File: config.mk
export PLATFORM = sky130hd
export DESIGN_NAME = load_store_unit
export DESIGN_NICKNAME = d
export VERILOG_FILES = /design/src/rtl/riscv_pkg.sv /design/src/rtl/lsu_lane_align.sv /design/src/rtl/load_store_unit.sv
export SDC_FILE = /design/constraint.sdc
export NUM_CORES = 1
export LEC_CHECK = 0
export BUFFER_PORTS_ARGS = -buffer_cell sky130_fd_sc_hd__buf_2
export CELL_PAD_IN_SITES_DETAIL_PLACEMENT = 1
export CELL_PAD_IN_SITES_GLOBAL_PLACEMENT = 2
export CORE_ASPECT_RATIO = 0.9
export CORE_MARGIN = 2
export CORE_UTILIZATION = 29
export CTS_BUF_LIST = sky130_fd_sc_hd__clkbuf_8 sky130_fd_sc_hd__clkbuf_16
export DETAILED_ROUTE_END_ITERATION = 8
export HOLD_SLACK_MARGIN = 0.06
export PLACE_DENSITY = 0.84
export SLEW_MARGIN = 25
export SYNTH_ARGS = -nofsm -noshare
export SYNTH_HDL_FRONTEND = slang
export SYNTH_SLANG_ARGS = --single-unit
File: constraint.sdc
create_clock -name clk -period 2.75 [get_ports clk]
set_input_delay 0.275 -clock clk [delete_from_list [all_inputs] [get_ports clk]]
set_output_delay 0.275 -clock clk [all_outputs]
set_load 0.02 [all_outputs]
File: src/rtl/riscv_pkg.sv
// Shared RISC-V core definitions: opcodes, funct3 codes and LSU types.
// Used by load_store_unit and lsu_lane_align via import riscv_pkg::*.
package riscv_pkg;

   localparam logic [6:0] OPCODE_LOAD  = 7'b0000011;
   localparam logic [6:0] OPCODE_STORE = 7'b0100011;

   localparam logic [2:0] F3_LB  = 3'd0;
   localparam logic [2:0] F3_LH  = 3'd1;
   localparam logic [2:0] F3_LW  = 3'd2;
   localparam logic [2:0] F3_LD  = 3'd3;
   localparam logic [2:0] F3_LBU = 3'd4;
   localparam logic [2:0] F3_LHU = 3'd5;
   localparam logic [2:0] F3_LWU = 3'd6;
   localparam logic [2:0] F3_SB  = 3'd0;
   localparam logic [2:0] F3_SH  = 3'd1;
   localparam logic [2:0] F3_SW  = 3'd2;
   localparam logic [2:0] F3_SD  = 3'd3;

   typedef enum logic [1:0] {
      LSU_IDLE,
      LSU_REQ,
      LSU_RSP
   } lsu_state_e;

   typedef enum logic [1:0] {
      EXC_LD_MISALIGN   = 2'd0,
      EXC_ST_MISALIGN   = 2'd1,
      EXC_BUS_TIMEOUT   = 2'd2,
      EXC_ILLEGAL_WIDTH = 2'd3
   } lsu_exc_cause_e;

   // Access size in bytes; funct3[1:0] encodes log2(size).
   function automatic logic [3:0] f3_bytes(input logic [2:0] f3);
      return 4'd1 << f3[1:0];
   endfunction

endpackage

File: src/rtl/lsu_lane_align.sv
// Combinational lane steering: store byte enables/replicated data, and
// load lane extraction with sign/zero extension. Params: XLEN (32|64).
module lsu_lane_align
   import riscv_pkg::*;
#(
   parameter int XLEN = 32
) (
   input  logic [2:0]                  i_st_funct3,
   input  logic [$clog2(XLEN/8)-1:0]   i_st_off,
   input  logic [XLEN-1:0]             i_st_data,
   output logic [XLEN/8-1:0]           o_be,
   output logic [XLEN-1:0]             o_wdata,
   input  logic [2:0]                  i_ld_funct3,
   input  logic [$clog2(XLEN/8)-1:0]   i_ld_off,
   input  logic [XLEN-1:0]             i_ld_rdata,
   output logic [XLEN-1:0]             o_ld_data
);

   localparam int NB = XLEN / 8;

   logic [NB-1:0]   w_be_base;
   logic [XLEN-1:0] w_shift;

   always_comb begin
      w_be_base = '0;
      o_wdata   = '0;
      case (i_st_funct3[1:0])
         2'd0: begin
            w_be_base = NB'(1);
            o_wdata   = {(XLEN/8){i_st_data[7:0]}};
         end
         2'd1: begin
            w_be_base = NB'(3);
            o_wdata   = {(XLEN/16){i_st_data[15:0]}};
         end
         2'd2: begin
            w_be_base = NB'(15);
            o_wdata   = {(XLEN/32){i_st_data[31:0]}};
         end
         default: begin
            w_be_base = '1;
            o_wdata   = i_st_data;
         end
      endcase
      o_be = w_be_base << i_st_off;
   end

   assign w_shift = i_ld_rdata >> {i_ld_off, 3'b000};

   // funct3[2] selects zero extension.
   always_comb begin
      o_ld_data = w_shift;
      case (i_ld_funct3[1:0])
         2'd0: o_ld_data = i_ld_funct3[2] ? XLEN'(w_shift[7:0])
                                          : XLEN'($signed(w_shift[7:0]));
         2'd1: o_ld_data = i_ld_funct3[2] ? XLEN'(w_shift[15:0])
                                          : XLEN'($signed(w_shift[15:0]));
         2'd2: o_ld_data = i_ld_funct3[2] ? XLEN'(w_shift[31:0])
                                          : XLEN'($signed(w_shift[31:0]));
         default: o_ld_data = w_shift;
      endcase
   end

endmodule

File: src/rtl/load_store_unit.sv
// Memory-stage LSU: B/H/W(/D) loads and stores over a valid/ready bus with
// response timeout and fault reporting. Ports: ex_* in, mem_* bus, wb_*/exc_*
// out. Optional LSU_MISALIGN_TRAP_EN: trap misaligned instead of aligning down.
module load_store_unit
   import riscv_pkg::*;
#(
   parameter int XLEN           = 32,
   parameter int ADDR_W         = 32,
   parameter int TIMEOUT_CYCLES = 16
) (
   input  logic              clk,
   input  logic              rst_n,
   input  logic              ex_valid,
   output logic              ex_ready,
   input  logic [6:0]        ex_opcode,
   input  logic [2:0]        ex_funct3,
   input  logic [ADDR_W-1:0] ex_addr,
   input  logic [XLEN-1:0]   ex_store_data,
   input  logic [4:0]        ex_rd,
   output logic              mem_req_valid,
   input  logic              mem_req_ready,
   output logic [ADDR_W-1:0] mem_req_addr,
   output logic              mem_req_we,
   output logic [XLEN/8-1:0] mem_req_be,
   output logic [XLEN-1:0]   mem_req_wdata,
   input  logic              mem_rsp_valid,
   input  logic [XLEN-1:0]   mem_rsp_rdata,
   output logic              wb_valid,
   output logic              wb_we,
   output logic [4:0]        wb_rd,
   output logic [XLEN-1:0]   wb_data,
   output logic              exc_valid,
   output logic [1:0]        exc_cause,
   output logic [ADDR_W-1:0] exc_addr,
   output logic              busy
);

   localparam int NB    = XLEN / 8;
   localparam int OFF_W = $clog2(NB);
   localparam int CNT_W = $clog2(TIMEOUT_CYCLES + 1);
   // The fault pulse is registered, so the last bus cycle is one earlier
   // than the cycle the exception becomes visible.
   localparam logic [CNT_W-1:0] CNT_LAST = CNT_W'(TIMEOUT_CYCLES - 2);

   lsu_state_e      r_state;
   lsu_exc_cause_e  r_exc_cause;
   logic [CNT_W-1:0]  r_cnt;
   logic              r_is_ld;
   logic [2:0]        r_funct3;
   logic [OFF_W-1:0]  r_off;
   logic [4:0]        r_rd;
   logic [ADDR_W-1:0] r_ex_addr;
   logic              r_req_valid;
   logic [ADDR_W-1:0] r_req_addr;
   logic              r_req_we;
   logic [NB-1:0]     r_req_be;
   logic [XLEN-1:0]   r_req_wdata;
   logic              r_wb_valid;
   logic              r_wb_we;
   logic [4:0]        r_wb_rd;
   logic [XLEN-1:0]   r_wb_data;
   logic              r_exc_valid;
   logic [ADDR_W-1:0] r_exc_addr;

   logic              w_is_ld;
   logic              w_is_st;
   logic              w_illegal;
   logic              w_trap_mis;
   logic              w_hit;
   logic [OFF_W-1:0]  w_off;
   logic [OFF_W-1:0]  w_off_eff;
   logic [OFF_W-1:0]  w_size_mask;
   logic [NB-1:0]     w_be;
   logic [XLEN-1:0]   w_wdata;
   logic [XLEN-1:0]   w_ld_data;

   assign w_is_ld     = ex_opcode == OPCODE_LOAD;
   assign w_is_st     = ex_opcode == OPCODE_STORE;
   assign w_off       = ex_addr[OFF_W-1:0];
   assign w_size_mask = OFF_W'(f3_bytes(ex_funct3) - 4'd1);
   assign w_hit       = r_cnt == CNT_LAST;

   assign w_illegal = w_is_st ?
      (ex_funct3 > ((XLEN == 32) ? F3_SW : F3_SD)) :
      (w_is_ld && ((ex_funct3 == 3'd7) ||
       ((XLEN == 32) && (ex_funct3 == F3_LD || ex_funct3 == F3_LWU))));

`ifdef LSU_MISALIGN_TRAP_EN
   assign w_off_eff  = w_off;
   assign w_trap_mis = |(w_off & w_size_mask);
`else
   assign w_off_eff  = w_off & ~w_size_mask;
   assign w_trap_mis = 1'b0;
`endif

   lsu_lane_align #(.XLEN(XLEN)) u_align (
      .i_st_funct3 (ex_funct3),
      .i_st_off    (w_off_eff),
      .i_st_data   (ex_store_data),
      .o_be        (w_be),
      .o_wdata     (w_wdata),
      .i_ld_funct3 (r_funct3),
      .i_ld_off    (r_off),
      .i_ld_rdata  (mem_rsp_rdata),
      .o_ld_data   (w_ld_data)
   );

   always_ff @(posedge clk) begin
      if (!rst_n) begin
         r_state     <= LSU_IDLE;
         r_cnt       <= '0;
         r_is_ld     <= 1'b0;
         r_funct3    <= '0;
         r_off       <= '0;
         r_rd        <= '0;
         r_ex_addr   <= '0;
         r_req_valid <= 1'b0;
         r_req_addr  <= '0;
         r_req_we    <= 1'b0;
         r_req_be    <= '0;
         r_req_wdata <= '0;
         r_wb_valid  <= 1'b0;
         r_wb_we     <= 1'b0;
         r_wb_rd     <= '0;
         r_wb_data   <= '0;
         r_exc_valid <= 1'b0;
         r_exc_cause <= EXC_LD_MISALIGN;
         r_exc_addr  <= '0;
      end else begin
         r_wb_valid  <= 1'b0;
         r_exc_valid <= 1'b0;
         unique case (r_state)
            LSU_IDLE: begin
               if (ex_valid && (w_is_ld || w_is_st)) begin
                  r_cnt     <= '0;
                  r_is_ld   <= w_is_ld;
                  r_funct3  <= ex_funct3;
                  r_off     <= w_off_eff;
                  r_rd      <= ex_rd;
                  r_ex_addr <= ex_addr;
                  if (w_illegal || w_trap_mis) begin
                     r_exc_valid <= 1'b1;
                     r_exc_addr  <= ex_addr;
                     r_exc_cause <= w_illegal ? EXC_ILLEGAL_WIDTH :
                                    w_is_ld   ? EXC_LD_MISALIGN :
                                                EXC_ST_MISALIGN;
                  end else begin
                     r_state     <= LSU_REQ;
                     r_req_valid <= 1'b1;
                     r_req_addr  <= {ex_addr[ADDR_W-1:OFF_W], {OFF_W{1'b0}}};
                     r_req_we    <= w_is_st;
                     r_req_be    <= w_be;
                     r_req_wdata <= w_is_st ? w_wdata : '0;
                  end
               end
            end
            LSU_REQ: begin
               r_cnt <= r_cnt + 1'b1;
               if (w_hit) begin
                  r_state     <= LSU_IDLE;
                  r_req_valid <= 1'b0;
                  r_exc_valid <= 1'b1;
                  r_exc_cause <= EXC_BUS_TIMEOUT;
                  r_exc_addr  <= r_ex_addr;
               end else if (mem_req_ready) begin
                  r_state     <= LSU_RSP;
                  r_req_valid <= 1'b0;
               end
            end
            LSU_RSP: begin
               r_cnt <= r_cnt + 1'b1;
               // A response in the final cycle still wins over the timeout.
               if (mem_rsp_valid) begin
                  r_state    <= LSU_IDLE;
                  r_wb_valid <= 1'b1;
                  r_wb_we    <= r_is_ld;
                  r_wb_rd    <= r_rd;
                  r_wb_data  <= r_is_ld ? w_ld_data : '0;
               end else if (w_hit) begin
                  r_state     <= LSU_IDLE;
                  r_exc_valid <= 1'b1;
                  r_exc_cause <= EXC_BUS_TIMEOUT;
                  r_exc_addr  <= r_ex_addr;
               end
            end
            default: r_state <= LSU_IDLE;
         endcase
      end
   end

   assign ex_ready      = r_state == LSU_IDLE;
   assign busy          = r_state != LSU_IDLE;
   assign mem_req_valid = r_req_valid;
   assign mem_req_addr  = r_req_addr;
   assign mem_req_we    = r_req_we;
   assign mem_req_be    = r_req_be;
   assign mem_req_wdata = r_req_wdata;
   assign wb_valid      = r_wb_valid;
   assign wb_we         = r_wb_we;
   assign wb_rd         = r_wb_rd;
   assign wb_data       = r_wb_data;
   assign exc_valid     = r_exc_valid;
   assign exc_cause     = r_exc_cause;
   assign exc_addr      = r_exc_addr;

endmodule

After elaboration in Yosys (flattened, before gate mapping). Index checks and enable logic that the tools add are counted.

Add/sub/neg operators: 2. Multiply operators: 0. Divide/modulo/power cells: 0. $lt $le $gt $ge: 1. Equal/unequal tests: 16. Shifts and indexed selects: 3. Mux-type cells: 38. Bitwise gates (word level): 3. Reduce and logical (&&, ||, !) cells: 21.

Operators with widths (number): $mux 32 (8); $pmux 32 s2 (2); $pmux 32 s3 (1); $shr 32x5->32 (1); $mux 2 (10); $pmux 2 s3 (2); $reduce_and 4->1 (3); $mux 1 (10); $pmux 5 s2 (1); $pmux 4 s2 (1); $reduce_and 2->1 (4); $eq 7x2->1 const B (1); $eq 7x6->1 const B (1); $eq 2x1->1 const B (3); $eq 3x3->1 const B (2); $logic_not 2->1 (3); $ne 3x3->1 const B (2); $reduce_bool 2->1 (3); $add 5x1->5 const B (1); $eq 5x4->1 const B (1); $mux 5 (1); $ne 2x1->1 const B (2); $ne 2x2->1 const B (2); $shl 4x2->4 (1); 15 further kinds (18).

Register bits: 192. Bits in latches: 0. Memory bits (writable): 0. Bits in read-only memories: 0. Input bits: 116. Output and inout bits: 146. Word-level logic and storage cells: 103. Memories: 0.

Logic depth before layout (Yosys ltp).
Depth in word-level cells: 8. Gate-level depth with buffers: 10. Mapped depth without buffers: 7.

Cells and area by module. Synthesis repeated with hierarchy kept, for this count alone.

Cell total of the unflattened synthesis: 1105. Area, all modules: 8963.6 sq um.

By module, submodules not included: load_store_unit (times used 1, cells an instance 942, area each 7746.2 sq um, seq. area each 3843.7 sq um); lsu_lane_align (times used 1, cells an instance 163, area each 1217.4 sq um, seq. area each 0.0 sq um).

Worst setup path before layout. Ideal clock, no wire load.

Path kind: register to register. Start: register r_state[0]. End: register r_off[1]. Library setup time: 0.128 ns. Arrival: 1.904 ns. Required time: 2.622 ns. Slack: 0.718 ns. Stages on the path, launching flop included: 10. Path buffers: 3. Period minus slack after synthesis: 2.032 ns. Cell sequence: dfxtp_1 -> inv_1 -> ha_1 -> clkbuf_2 -> nand2_1 -> or3_1 -> buf_2 -> buf_1 -> a21oi_1 -> nor2_1.

Longest elaborated chain between the ends: 2.

RTL lines: from (decl) (line load_store_unit.sv:45) `lsu_state_e r_state;`; from (signal assigned) (line load_store_unit.sv:110) `r_state <= LSU_IDLE;`; from (signal assigned) (line load_store_unit.sv:148) `r_state <= LSU_REQ;`; from (signal assigned) (line load_store_unit.sv:160) `r_state <= LSU_IDLE;`; $logic_not 2->1; via ex_ready (line load_store_unit.sv:14) `output logic ex_ready,`; $reduce_and 2->1 (no line); to (signal assigned) (line load_store_unit.sv:138) `r_off <= w_off_eff;`; to (decl) (line load_store_unit.sv:50) `logic [OFF_W-1:0] r_off;`.

The timed path passes the listed nets, and every way through them passes these cells. A chain may end at the register's enable or synchronous reset.

Final worst setup path.
Start: register r_state[0]. End: register r_req_wdata[19] (netlist: mem_req_wdata[19]).

Longest elaborated chain between the ends: 2.

RTL lines: $logic_not 2->1 (line load_store_unit.sv:132) `unique case (r_state)`; $reduce_and 3->1 (no line); to (signal assigned) (line load_store_unit.sv:153) `r_req_wdata <= w_is_st ? w_wdata : '0;`; to (decl) (line load_store_unit.sv:57) `logic [XLEN-1:0] r_req_wdata;`.

Every way passes these cells.

==> impl_metrics.json <==
{
  "layout.nets": 1329,
  "dominant_combinational_cell_family_by_area_after_synthesis": "compound AO/OA/AOI/OAI gates",
  "synth.cells.most_frequent": "208 x sky130_fd_sc_hd__nand2_1, 192 x sky130_fd_sc_hd__dfxtp_1, 121 x sky130_fd_sc_hd__a21oi_1",
  "timing.critical_path.arrival_ps": 2680,
  "detail_route.drc_violations": 0,
  "timing.fmax_mhz": 435,
  "floorplan.die_area_sq_um": 30100,
  "cts_num_sinks": 192,
  "hold_start": "ex_store_data[21]",
  "portBuffers": 259,
  "synth.most_common_cell": "sky130_fd_sc_hd__nand2_1",
  "timing.final.setup_violations": 0,
  "worstPathMaxFanout": 46,
  "ir_drop_v": 0.000360,
  "ff2ff_setup_slack_ps": 450,
  "ys_types": 53,
  "critical_path_required_ps": 3130,
  "cts_max_level": 4,
  "crit_path_top_delay_cell": "sky130_fd_sc_hd__or3_2",
  "timing.critical_path.slowest_cell_delay_ps": 470,
  "postCtsResizedCells": 0,
  "fin_crit_sh": 0.835,
  "library_cell_occupying_the_most_area_in_the_post_synthesis_netlist": "sky130_fd_sc_hd__dfxtp_1",
  "crit_path_start_kind": "flop",
  "hold_path_depth": 2,
  "synth_edf_count": 0,
  "synth_area_per_cell_sq_um": 8.55,
  "overall_via_count_from_detail_route": 7761,
  "worstRegToRegCells": 7,
  "clockRootBuffer": "sky130_fd_sc_hd__clkbuf_16",
  "synth_simple_gate_area_frac": 0.175,
  "final_max_slew_viol_count": 0,
  "setup.worst_path.class": "reg -> reg",
  "grt_max_degree": 66,
  "endpoint_kind": "flop",
  "synth_area_sq_um": 8340,
  "power.leakage_nw": 4.25,
  "timing_worst_slew_pin_value_ps": 683,
  "pwr_density_cell_nw_per_um2": 533,
  "pin_count": 262,
  "clkLatencyLatePin_ps": 440,
  "grt_setup_unrepaired": "no",
  "routabilityCongestion": 0.798,
  "postSynthRegisterBits": 192,
  "tritoncts": "done",
  "die_w_um": 183,
  "cell_types_occupying_the_most_area_after_synthesis": "sky130_fd_sc_hd__dfxtp_1 46%, sky130_fd_sc_hd__nand2_1 9.4%, sky130_fd_sc_hd__a21oi_1 7.3%, sky130_fd_sc_hd__mux2i_1 6.6%, sky130_fd_sc_hd__a211oi_2 4.9%",
  "drt_antenna_net_count": 0,
  "layout.core_utilization": 0.379,
  "synthXorXnorAreaFrac": 0.00105,
  "total_routing_resource_utilization_after_global_routing": 0.181,
  "r2r-start": "r_state[0]",
  "compound_gate_portion_of_the_synthesized_area": 0.214,
  "clock_tree.buffer_depth": 2,
  "worst_path_cell_chain": "inv_1, ha_2, nand2_1, or3_2, buf_4, nor2_2, a221o_1",
  "final_design_area_no_fill_sq_um": 10600,
  "core_region_area_sq_um": 28100,
  "clock-skew-final_ps": 15.1,
  "fin_hold_ws_ps": 83.1,
  "portion_of_netlist_area_occupied_by_mux_cells": 0.0795,
  "yosys_most_used_dff": "sky130_fd_sc_hd__dfxtp_1",
  "hpwl_um": 19800,
  "timing.max_cap.violations": 0,
  "worst_hold_path_class": "in -> reg",
  "n_fill_cell": 3404,
  "grt_antenna_before_repair": 1,
  "clk_transition_reported_paths_ps": 70,
  "via_count_of_the_first_global_routing_pass": 7760,
  "globalRoute.totalOverflow": 0,
  "postSynthCellCount": 976,
  "finalPower_mw": 5.68,
  "worstReg2RegEnd": "mem_req_wdata[19]",
  "floorplan.rows": 58,
  "synthArstFlopShare": 0,
  "share_of_layout_cells_above_drive_strength_1": 0.301,
  "initial_core_util": 0.297,
  "area_share_of_the_leading_cell_type_in_the_synthesized_netlist": 0.461,
  "max_slew_margin": 0.544,
  "viasPerCell": 4.91,
  "crit_path_buffers_inverters": 2,
  "drtIter0Drc": 272,
  "placedInstanceArea_sq_um": 9950,
  "min_to": "mem_req_wdata[21]",
  "routed_wl_um": 27800,
  "post_drt_wl_per_cell_um": 17.6,
  "fin_setup_tns_ps": 0,
  "chipHeight_um": 165,
  "grt_first_pass_wirelength_um": 42900,
  "run_status": "completed",
  "cts_buffers": 17,
  "yosys_warnings": 0,
  "syn2layout_area_growth_pct": 27.6,
  "yosys.area_share.adder": 0.0105,
  "synth_sequential_area_ratio": 0.461,
  "finalHoldViolCount": 0,
  "detailedRoute.firstPassIterationCount": 4,
  "layout_min_cycle_time_ps": 2300,
  "worst_path_dominant_cell_family": "simple AND/OR/NAND/NOR gates"
}
cells by family (layout without fill, tap and decap cells):
kind of cell	count (synthesis)	after routing
XOR/XNOR	1	1
AND/OR/NAND/NOR	340	340
flip-flops	192	192
buffers and inverters	104	346
adder cells (fa/ha/maj)	7	7
multiplexers	64	64
AO/OA/AOI/OAI	267	267
other	1	3
worst max-delay path by stage:
stage / startpoint / endpoint / slack, ps / depth (start not counted)
global route: r_state[0] / wb_data[29] / 270 / 7
finish: r_state[0] / mem_req_wdata[19] / 450 / 7
detailed placement: r_state[0] / mem_req_wdata[17] / 470 / 7
global placement: r_state[0] / mem_req_wdata[16] / 510 / 7
floorplan: r_state[0] / r_off[1] / 720 / 9
CTS: r_state[0] / mem_req_wdata[19] / 440 / 7
flip-flops by register name, summed over array words and instances (netlist names), 3 cells and up:
signal,flops
mem_req_wdata,32
wb_data,32
mem_req_addr,30
exc_addr,32
wb_rd,5
r_cnt,5
r_ex_addr,32
r_funct3,3
r_rd,5
mem_req_be,4
metrics by stage:
stage	cells	setup WS [ps]
2_1_floorplan	977	718
3_3_place_gp	1536	513
3_5_place_dp	1536	465
4_1_cts	1579	438
5_1_grt	1579	267
6_report	1580	453
report_power, final:
part	switching (mW)	internal (mW)	total (mW)	leakage, nW
sequential	0.00464	2.79	2.79	1.55
clock	1.23	1.28	2.52	0.276
combinational	0.231	0.138	0.370	2.43
total	1.47	4.21	5.68	4.25
area by class of cell:
type | instances | area [sq um] | area share
clock inverter | 15 | 150 | 0.0141
sequential | 192 | 3840 | 0.361
timing repair buffer | 290 | 1640 | 0.154
multi-input combinational | 681 | 4030 | 0.379
inverter | 24 | 95.1 | 0.00894
clock buffer | 17 | 425 | 0.0400
tap | 360 | 450 | 0.0423
antenna | 1 | 2.50 | 0.000235
cell usage in the layout, fill, tap and decap left out, types with 3 or more instances in the layout:
| cell | n |
|---|---|
| sky130_fd_sc_hd__o21ai_0 | 52 |
| sky130_fd_sc_hd__a21oi_1 | 121 |
| sky130_fd_sc_hd__mux2i_1 | 55 |
| sky130_fd_sc_hd__buf_2 | 259 |
| sky130_fd_sc_hd__nor2_1 | 69 |
| sky130_fd_sc_hd__ha_1 | 6 |
| sky130_fd_sc_hd__a22oi_1 | 24 |
| sky130_fd_sc_hd__nand2b_1 | 4 |
| sky130_fd_sc_hd__inv_1 | 23 |
| sky130_fd_sc_hd__clkbuf_16 | 17 |
| sky130_fd_sc_hd__nand2_1 | 208 |
| sky130_fd_sc_hd__buf_4 | 13 |
| sky130_fd_sc_hd__a211o_1 | 16 |
| sky130_fd_sc_hd__a211oi_2 | 33 |
| sky130_fd_sc_hd__nor2b_1 | 6 |
| sky130_fd_sc_hd__clkinvlp_4 | 3 |
| sky130_fd_sc_hd__dlygate4sd3_1 | 11 |
| sky130_fd_sc_hd__nand3_1 | 25 |
| sky130_fd_sc_hd__buf_12 | 7 |
| sky130_fd_sc_hd__dfxtp_1 | 192 |
| sky130_fd_sc_hd__nor3_1 | 3 |
| sky130_fd_sc_hd__mux2_2 | 8 |
| sky130_fd_sc_hd__inv_6 | 7 |
| sky130_fd_sc_hd__a221o_1 | 8 |
| sky130_fd_sc_hd__and3_1 | 9 |
routing by layer:
layer  wire (um)  vias up  GRT usage
li1            -     3810          -
met3        1630       19     0.0501
met1       13000     3760      0.233
met4         291        0     0.0425
met5           0        -          0
met2       12900      172      0.302
repair_timing:
action | in CTS | in global routing
hold endpoints to repair | 11 | 0
hold buffers | 11 | 0
setup buffers | 0 | 0
No activity file was read; power rests on OpenSTA's default activity.
